## config.mk

```make
export PLATFORM = sky130hd
export DESIGN_NAME = maze_wall_probe
export DESIGN_NICKNAME = d
export VERILOG_FILES = /design/src/rtl/maze_pkg.sv /design/src/rtl/maze_tile_addr.sv /design/src/rtl/maze_wall_probe.sv
export SDC_FILE = /design/constraint.sdc
export NUM_CORES = 1
export LEC_CHECK = 0
export ABC_AREA = 0
export BUFFER_PORTS_ARGS = -buffer_cell sky130_fd_sc_hd__buf_2
export CAP_MARGIN = 20
export CORE_MARGIN = 3
export CORE_UTILIZATION = 50
export CTS_BUF_LIST = sky130_fd_sc_hd__clkbuf_4
export CTS_CLUSTER_DIAMETER = 80
export DETAILED_ROUTE_END_ITERATION = 10
export PLACE_DENSITY = 0.76
export SLEW_MARGIN = 25
export SYNTH_ARGS = -nofsm -noshare
export SYNTH_HDL_FRONTEND = slang
export SYNTH_HIERARCHICAL = 1
export SYNTH_SLANG_ARGS = --single-unit
```

## constraint.sdc

```tcl
create_clock -name clk -period 4 [get_ports clk]
set_input_delay 0.2 -clock clk [delete_from_list [all_inputs] [get_ports clk]]
set_output_delay 0.2 -clock clk [all_outputs]
set_load 0.1 [all_outputs]
```

## src/rtl/maze_pkg.sv

```systemverilog
// maze_pkg: shared maze geometry, direction bit indices and probe FSM codes.
// Used by maze_wall_probe and maze_tile_addr (also the ghost AI stage).
package maze_pkg;

  localparam int DIR_LEFT  = 0;
  localparam int DIR_RIGHT = 1;
  localparam int DIR_UP    = 2;
  localparam int DIR_DOWN  = 3;

  localparam int TILE_SHIFT  = 4;
  localparam int MAZE_COLS   = 40;
  localparam int MAZE_ROWS   = 30;
  localparam int MAZE_ADDR_W = 11;
  localparam int POS_X_W     = 10;
  localparam int POS_Y_W     = 9;

  typedef logic [1:0] dir_t;
  typedef logic [2:0] probe_state_t;

  localparam probe_state_t S_CAP    = 3'd0;
  localparam probe_state_t S_L      = 3'd1;
  localparam probe_state_t S_R      = 3'd2;
  localparam probe_state_t S_U      = 3'd3;
  localparam probe_state_t S_D      = 3'd4;
  localparam probe_state_t S_LAST   = 3'd5;
  localparam probe_state_t S_COMMIT = 3'd6;

  // Neighbour probed while the FSM sits in a given address state.
  function automatic dir_t state_dir(probe_state_t s);
    dir_t d;
    d = dir_t'(DIR_LEFT);
    unique case (s)
      S_R:     d = dir_t'(DIR_RIGHT);
      S_U:     d = dir_t'(DIR_UP);
      S_D:     d = dir_t'(DIR_DOWN);
      default: d = dir_t'(DIR_LEFT);
    endcase
    return d;
  endfunction

endpackage

```

## src/rtl/maze_tile_addr.sv

```systemverilog
// maze_tile_addr: (col,row,dir) -> ROM address of the neighbour tile + off-maze flag.
// Ports: i_col, i_row, i_dir in; o_addr (row*COLS+col), o_off (neighbour outside maze) out.
module maze_tile_addr #(
  parameter int COLS   = 40,
  parameter int ROWS   = 30,
  parameter int ADDR_W = 11,
  parameter int COL_W  = 6,
  parameter int ROW_W  = 5,
  parameter int WRAP_X = 1
) (
  input  logic [COL_W-1:0]  i_col,
  input  logic [ROW_W-1:0]  i_row,
  input  logic [1:0]        i_dir,
  output logic [ADDR_W-1:0] o_addr,
  output logic              o_off
);
  import maze_pkg::*;

  localparam logic [COL_W-1:0] L_COL_MAX = COL_W'(COLS - 1);
  localparam logic [ROW_W-1:0] L_ROW_MAX = ROW_W'(ROWS - 1);
  localparam logic [ADDR_W-1:0] L_COLS  = ADDR_W'(COLS);
  localparam logic              L_NOWRAP = (WRAP_X == 0);

  logic [COL_W-1:0] w_col;
  logic [ROW_W-1:0] w_row;

  always_comb begin
    w_col = i_col;
    w_row = i_row;
    o_off = 1'b0;
    unique case (i_dir)
      2'(DIR_LEFT): begin
        if (i_col == '0) begin
          // Tunnel: left of column 0 is the last column.
          w_col = L_COL_MAX;
          o_off = L_NOWRAP;
        end else begin
          w_col = i_col - 1'b1;
        end
      end
      2'(DIR_RIGHT): begin
        if (i_col == L_COL_MAX) begin
          w_col = '0;
          o_off = L_NOWRAP;
        end else begin
          w_col = i_col + 1'b1;
        end
      end
      2'(DIR_UP): begin
        if (i_row == '0) begin
          o_off = 1'b1;
        end else begin
          w_row = i_row - 1'b1;
        end
      end
      2'(DIR_DOWN): begin
        if (i_row == L_ROW_MAX) begin
          o_off = 1'b1;
        end else begin
          w_row = i_row + 1'b1;
        end
      end
    endcase
  end

  // Row product kept at full address width so legal rows never truncate.
  assign o_addr = ADDR_W'(w_row) * L_COLS + ADDR_W'(w_col);

endmodule

```

## src/rtl/maze_wall_probe.sv

```systemverilog
// maze_wall_probe: snapshots sprite position, reads 4 neighbour wall bits, publishes open mask.
// Ports: clk, reset, enable, position_x/y, rom_addr/rom_data (registered ROM), valid_dir, valid_dir_stb.
module maze_wall_probe #(
  parameter int MAZE_COLS  = maze_pkg::MAZE_COLS,
  parameter int MAZE_ROWS  = maze_pkg::MAZE_ROWS,
  parameter int TILE_SHIFT = maze_pkg::TILE_SHIFT,
  parameter int ADDR_W     = maze_pkg::MAZE_ADDR_W,
  parameter int WRAP_X     = 1
) (
  input  logic              clk,
  input  logic              reset,
  input  logic              enable,
  input  logic [9:0]        position_x,
  input  logic [8:0]        position_y,
  output logic [ADDR_W-1:0] rom_addr,
  input  logic              rom_data,
  output logic [3:0]        valid_dir,
  output logic              valid_dir_stb
);
  import maze_pkg::*;

  localparam int COL_W = 10 - TILE_SHIFT;
  localparam int ROW_W = 9 - TILE_SHIFT;

  probe_state_t      r_state;
  probe_state_t      w_next;
  logic [COL_W-1:0]  r_col;
  logic [ROW_W-1:0]  r_row;
  logic              r_ax;
  logic              r_ay;
  logic              r_off;
  logic [3:0]        r_wall;
  logic [3:0]        r_valid_dir;
  logic              r_stb;
  logic              w_probe;
  logic              w_off;
  logic              w_wall;
  logic [3:0]        w_mask;
  dir_t              w_dir;
  logic [ADDR_W-1:0] w_addr;

  assign w_dir   = state_dir(r_state);
  assign w_probe = (r_state == S_L) || (r_state == S_R) ||
                   (r_state == S_U) || (r_state == S_D);

  maze_tile_addr #(
    .COLS   (MAZE_COLS),
    .ROWS   (MAZE_ROWS),
    .ADDR_W (ADDR_W),
    .COL_W  (COL_W),
    .ROW_W  (ROW_W),
    .WRAP_X (WRAP_X)
  ) u_addr (
    .i_col  (r_col),
    .i_row  (r_row),
    .i_dir  (w_dir),
    .o_addr (w_addr),
    .o_off  (w_off)
  );

  assign rom_addr = w_probe ? w_addr : '0;

  // r_off tracks the address issued last cycle, aligned with rom_data.
  assign w_wall = rom_data | r_off;

  always_comb begin
    w_next = r_state;
    unique case (r_state)
      S_CAP:    w_next = enable ? S_L : S_CAP;
      S_L:      w_next = S_R;
      S_R:      w_next = S_U;
      S_U:      w_next = S_D;
      S_D:      w_next = S_LAST;
      S_LAST:   w_next = S_COMMIT;
      S_COMMIT: w_next = S_CAP;
      default:  w_next = S_CAP;
    endcase
  end

  // Off-grid positions only allow motion along the axis they are aligned on.
  always_comb begin
    w_mask = 4'b0000;
    unique case ({r_ax, r_ay})
      2'b11:   w_mask = ~r_wall;
      2'b01:   w_mask = 4'b0011;
      2'b10:   w_mask = 4'b1100;
      default: w_mask = 4'b0000;
    endcase
  end

  always_ff @(posedge clk) begin
    if (reset) begin
      r_state     <= S_CAP;
      r_col       <= '0;
      r_row       <= '0;
      r_ax        <= 1'b0;
      r_ay        <= 1'b0;
      r_off       <= 1'b0;
      r_wall      <= 4'b0000;
      r_valid_dir <= 4'b0000;
      r_stb       <= 1'b0;
    end else begin
      r_state <= w_next;
      r_off   <= w_probe & w_off;
      r_stb   <= (r_state == S_COMMIT);
      unique case (r_state)
        S_CAP: begin
          if (enable) begin
            r_col <= position_x[9:TILE_SHIFT];
            r_row <= position_y[8:TILE_SHIFT];
            r_ax  <= (position_x[TILE_SHIFT-1:0] == '0);
            r_ay  <= (position_y[TILE_SHIFT-1:0] == '0);
          end
        end
        S_R:      r_wall[DIR_LEFT]  <= w_wall;
        S_U:      r_wall[DIR_RIGHT] <= w_wall;
        S_D:      r_wall[DIR_UP]    <= w_wall;
        S_LAST:   r_wall[DIR_DOWN]  <= w_wall;
        S_COMMIT: r_valid_dir       <= w_mask;
        default: ;
      endcase
    end
  end

  // Strobe and mask are registered on the same edge so they appear together.
  assign valid_dir     = r_valid_dir;
  assign valid_dir_stb = r_stb;

endmodule

```

# == Word level (Yosys, flattened, before mapping) ==
# Cells that the tools add are included.
# word_totals
out_inout_bits,16
ff_bits,26
in_bits,23
word_cells,60
# op_classes
mux,14
reduce_logical,11
mul,1
add_sub_neg,5
bitwise,3
eq_ne,14
# op_table
cell,n
$pmux 3 s6,1
$mux 6,2
$pmux 4 s3,1
$pmux 6 s2,1
$add 11x6->11,1
$mux 11,1
$mux 5,2
$pmux 5 s2,1
$eq 3x3->1 const B,3
$eq 2x2->1 const B,4
$logic_not 4->1,2
$mul 5x3->8 const B,1
$add 6x1->6 const B,1
$eq 3x2->1 const B,2
$eq 6x6->1 const B,1
$logic_not 6->1,1
$pmux 2 s3,1
$sub 6x1->6 const B,1
$add 5x1->5 const B,1
$eq 5x5->1 const B,1
$logic_not 5->1,1
$sub 5x1->5 const B,1
$eq 2x1->1 const B,2
$not 4->4,1
10 further kinds,14

# == Longest topological paths before layout ==
# depth
depth_word,7
mapped_depth,18
depth_no_buf,16

# == Hierarchy ==
# The synthesis kept the hierarchy.
# modules_own_cells
mod,cells_per_inst,area_each_um2,instances,seq_area_each_um2
maze_wall_probe,134,1091.0,1,520.5
maze_tile_addr,134,944.7,1,0.0

# == Worst setup path after synthesis ==
# No wires, ideal clock.
# synth_timing
kind,reg-to-output
startpoint,register r_state[2]
endpoint,output port rom_addr[9]
arrival_ns,4.508
slack_ns,-0.708
stages_incl_launch_ff,17
path_cell_list,dfxtp_1 -> buf_2 -> nand2_1 -> o21ai_0 -> clkbuf_1 -> and3_1 -> nor3_1 -> a211oi_1 -> ha_1 -> ha_1 -> fa_1 -> nand2_1 -> nor2_1 -> mux2i_1 -> o2bb2ai_1 -> xnor2_1 -> and2_1
# synth_via
elab_chain_cells,7
word_cells_on_any_way,17
cone_classes,add/sub (1); mul (1); eq/ne (7); mux (4); reduce/logical (4)
# synth_lines
item,line_no,text
start: declaration,maze_wall_probe.sv:25,probe_state_t r_state;
start signal: assignment,maze_wall_probe.sv:103,r_state <= w_next;
$eq 3x3->1 / $eq 3x2->1 (equally long branches),maze_pkg.sv:32,unique case (s)
$pmux 2 s3 (*),maze_pkg.sv:32,
via w_dir[1],maze_wall_probe.sv:39,dir_t w_dir;
$eq 2x2->1,maze_tile_addr.sv:31,unique case (i_dir)
$pmux 5 s2,maze_tile_addr.sv:31,
$mul 5x3->8,maze_tile_addr.sv:67,assign o_addr = ADDR_W'(w_row) * L_COLS + ADDR_W'(w_col);
$add 11x6->11 (*),maze_tile_addr.sv:67,
via w_addr[9],maze_wall_probe.sv:40,logic [ADDR_W-1:0] w_addr;
$mux 11 (*),maze_wall_probe.sv:61,assign rom_addr = w_probe ? w_addr : '0;
end: declaration,maze_wall_probe.sv:15,"output logic [ADDR_W-1:0] rom_addr,"
# Mark *: on every way through the listed nets, which the timed path passes. The rest lies on a longest branch.

# == Worst setup path in the final report ==
# layout_timing
startpoint,register r_row[2]
endpoint,output port rom_addr[9]
# layout_via
elab_chain_cells,6
word_cells_on_any_way,10
cone_classes,add/sub (3); mul (1); eq/ne (1); mux (4); reduce/logical (1)
# layout_lines
item,line_no,text
start: declaration,maze_wall_probe.sv:28,logic [ROW_W-1:0] r_row;
start signal: assignment,maze_wall_probe.sv:110,r_row <= position_y[8:TILE_SHIFT];
"$add 5x1->5, or another cell as far along",maze_tile_addr.sv:60,w_row = i_row + 1'b1;
$mux 5 (on tied branches),"maze_tile_addr.sv:57, maze_tile_addr.sv:50",
$pmux 5 s2 (*),maze_tile_addr.sv:31,
$mul 5x3->8 (*),maze_tile_addr.sv:67,
$add 11x6->11 (*),maze_tile_addr.sv:67,
via w_addr[9],maze_wall_probe.sv:40,
$mux 11 (*),maze_wall_probe.sv:61,
# Marked as above.

==> impl_metrics.toml <==
[layout]
layoutNonFillerInstCount = 362
stdcell_area_mm2 = 0.00265
syn2layout_area_growth_pct = 30.1
fillers = 288
drive_above_1_share_pct = 32.2
num-nets-final = 354
postLayoutCoreUtil_pct = 69.7
antenna_cells = 0

[timing]
tightest_slew_ns = 0.820
max_slew_margin_pct = 45.0
finalCritPeriodShare_pct = 102
rsz0062_at_grt = "true"
setup_ws_ns = -0.0655
worst_hold_slack_ns = 0.106
slew_violations = 0
finalSetupViolCount = 1
final_hold_viol_count = 0
fin_skew_ns = 0.00724
setup_tns_ns = -0.0655
max_freq_mhz = 246
finalWorstPathRequiredPeriod_ns = 4.07

[min_path]
hold_class = "in2reg"
worstHoldPathCells = 3

[logic_synthesis]
synth_commonest_cells = "nand2_1 (46), a21oi_1 (38), dfxtp_1 (26)"
synth_async_sr_flop_share_pct = 0
synth_cell_types = 54
synth_flop_cell = "dfxtp_1"
syn_inst = 268
synthDominantCellAreaShare_pct = 25.6
ys_seq_area_share_pct = 25.6
yosys-top-cells-area = "dfxtp_1 (26%), a21oi_1 (9.3%), ha_1 (8.6%)"
synth_area_mm2 = 0.00204
yosysMostFrequentCell = "nand2_1"
avgSynthCellArea_um2 = 7.60
synth_fp_nets = 307
ys_ff_latch = 26
synth_edf_count = 0
ys.warnings.count = 6
yosysTopAreaCell = "dfxtp_1"

[global_route]
grt_max_degree = 27
antenna_found_initial = 0
grt_first_pass_wirelength_mm = 7.80
grt_use_total_pct = 18.8
grt.overflow.total = 0
grt_pass1_vias = 1773

[place]
io_buffers = 38
dp.cells = 347
place.gp.congestion = 0.792
hpwl_mm = 3.35
dp_worst_setup_slack_ns = 0.0118
placed_area_mm2 = 0.00235

[die]
core_mm2 = 0.00380
fp.dieArea_mm2 = 0.00487
die_x_um = 69.8
initial_core_util_pct = 53.6
io_pins = 39
die_y_um = 69.8
rows = 22

[power_and_ir_drop]
p_leak_nw = 1.10
peakVddDrop_mv = 0.298
power_density_mw_per_mm2 = 335
finalPower_mw = 0.886

[critical_path]
rrSetupSlack_ns = 2.31
max_stage_delay_ns = 0.52
cp.required_ns = 3.80
cpLargestDelayFamily = "simple AND/OR/NAND/NOR gates"
cp_max_fo = 10
critPathCaptureType = "output port"
cp.arrival_ns = 3.87
cp_num_cells = 14
crit_chain = "or3_1 > nor3_1 > o21ai_1 > a22oi_2 > ha_1 > ha_4 > fa_1 > nand2_2 > nor2_4 > mux2i_1 > o2bb2ai_2 > xnor2_1 > and2_4 > buf_12"
crit_type = "reg2out"
path_buf_inv = 1
r2r_cells = 7
cp_slowest_cell = "fa_1"
crit_path_start_kind = "flop"

[clock_tree]
cts_tree = "done"
cts-root-buf = "clkbuf_4"
clkSlewWorstSetupHoldPaths_ns = 0.13
ctsHoldBuffers = 0
cts.sinks = 26
worstSkewPairLatency_ns = 0.32
clockBufferDepth = 2
cts_made_buffers = 3
h-tree-depth = 1

[drt]
wirelength_mm = 5.01
routed_via_density = 5.73
vias = 2075
drtIter0Drc = 229
wire_per_inst_um = 13.9
drc = 0
ant_nets = 0
firstDrtPassIters = 4

[outcome]
status = "finished, violations left"
violations = "negative setup slack"

[run]
cap_viol_max_count = 0
-- final timing paths --
path                                      to          start
worst max-delay path             rom_addr[9]       r_row[2]
worst min-delay path                r_row[2]  position_y[6]
worst max register to register         r_off     r_state[2]
worst min register to register  valid_dir[0]   valid_dir[0]
-- cell families (layout without fill, tap and decap cells) --
kind of cell / Yosys count / count (layout) / synth area share (%)
XOR/XNOR: 12 / 12 / 5.16
multiplexers: 2 / 2 / 0.983
buffers and inverters: 27 / 73 / 6.39
AND/OR/NAND/NOR: 113 / 113 / 29.7
flip-flops: 26 / 26 / 25.6
AO/OA/AOI/OAI: 72 / 72 / 21.6
adder cells (fa/ha/maj): 16 / 16 / 10.6
-- metal layers --
layer	up-vias	global-route usage, %	wire length [µm]
met3	10	3.04	245
met4	0	4.89	81
met2	67	32.6	2520
li1	1041	-	-
met5	-	0	0
met1	957	24.0	2170
-- sequential cells by signal, summed over array words and instances (netlist names) --
name / cells
r_ax: 1
r_wall: 4
r_col: 6
r_row: 5
r_state: 3
r_off: 1
valid_dir_stb: 1
r_ay: 1
valid_dir: 4
-- cell type report --
class / count / area [µm²] / area share (%)
clock buffers: 3 / 22.5 / 0.851
clock inverters: 1 / 3.75 / 0.142
inverters: 10 / 37.5 / 1.42
multi-input cells: 215 / 1560 / 58.8
flip-flops and latches: 26 / 537 / 20.3
well taps: 48 / 60.1 / 2.27
repair buffers: 59 / 430 / 16.3
-- placed cells by master, fill, tap and decap left out, types with 3 or more instances in the layout --
cell | Yosys | routed
a21oi_1 | 38 | 35
and2_1 | 11 | 8
and3b_1 | 3 | 3
buf_12 | 0 | 5
buf_2 | 4 | 33
buf_4 | 0 | 19
clkbuf_4 | 0 | 3
dfxtp_1 | 26 | 21
dfxtp_4 | 0 | 4
ha_1 | 14 | 11
ha_4 | 0 | 3
inv_1 | 10 | 7
inv_2 | 0 | 3
nand2_1 | 46 | 44
nand2b_1 | 4 | 3
nand3_1 | 6 | 6
nand4_1 | 3 | 3
nor2_1 | 13 | 11
nor2b_1 | 3 | 3
nor4b_4 | 0 | 3
o21ai_0 | 9 | 7
xnor2_1 | 7 | 7
xor2_1 | 5 | 5
-- worst reg2reg max path, cell delays in order, from the launching register on --
cell      delay [ns]
dfxtp_4         0.39
nand2b_1        0.18
a21oi_4         0.18
buf_4           0.21
inv_2           0.08
or2_2           0.29
a21oi_1         0.14
and3b_1         0.16
-- power breakdown --
part           internal [mW]  switching [mW]
Combinational          0.173           0.311
Sequential             0.271          0.0224
Clock                 0.0365          0.0728
-- repair_timing --
| action | in CTS | in global routing |
|---|---|---|
| setup endpoints to repair | 2 | 2 |
| setup buffers | 5 | 6 |
| pin swaps | 7 | 14 |
| gates resized for setup | 18 | 25 |
(Power assumes the default switching activity.)
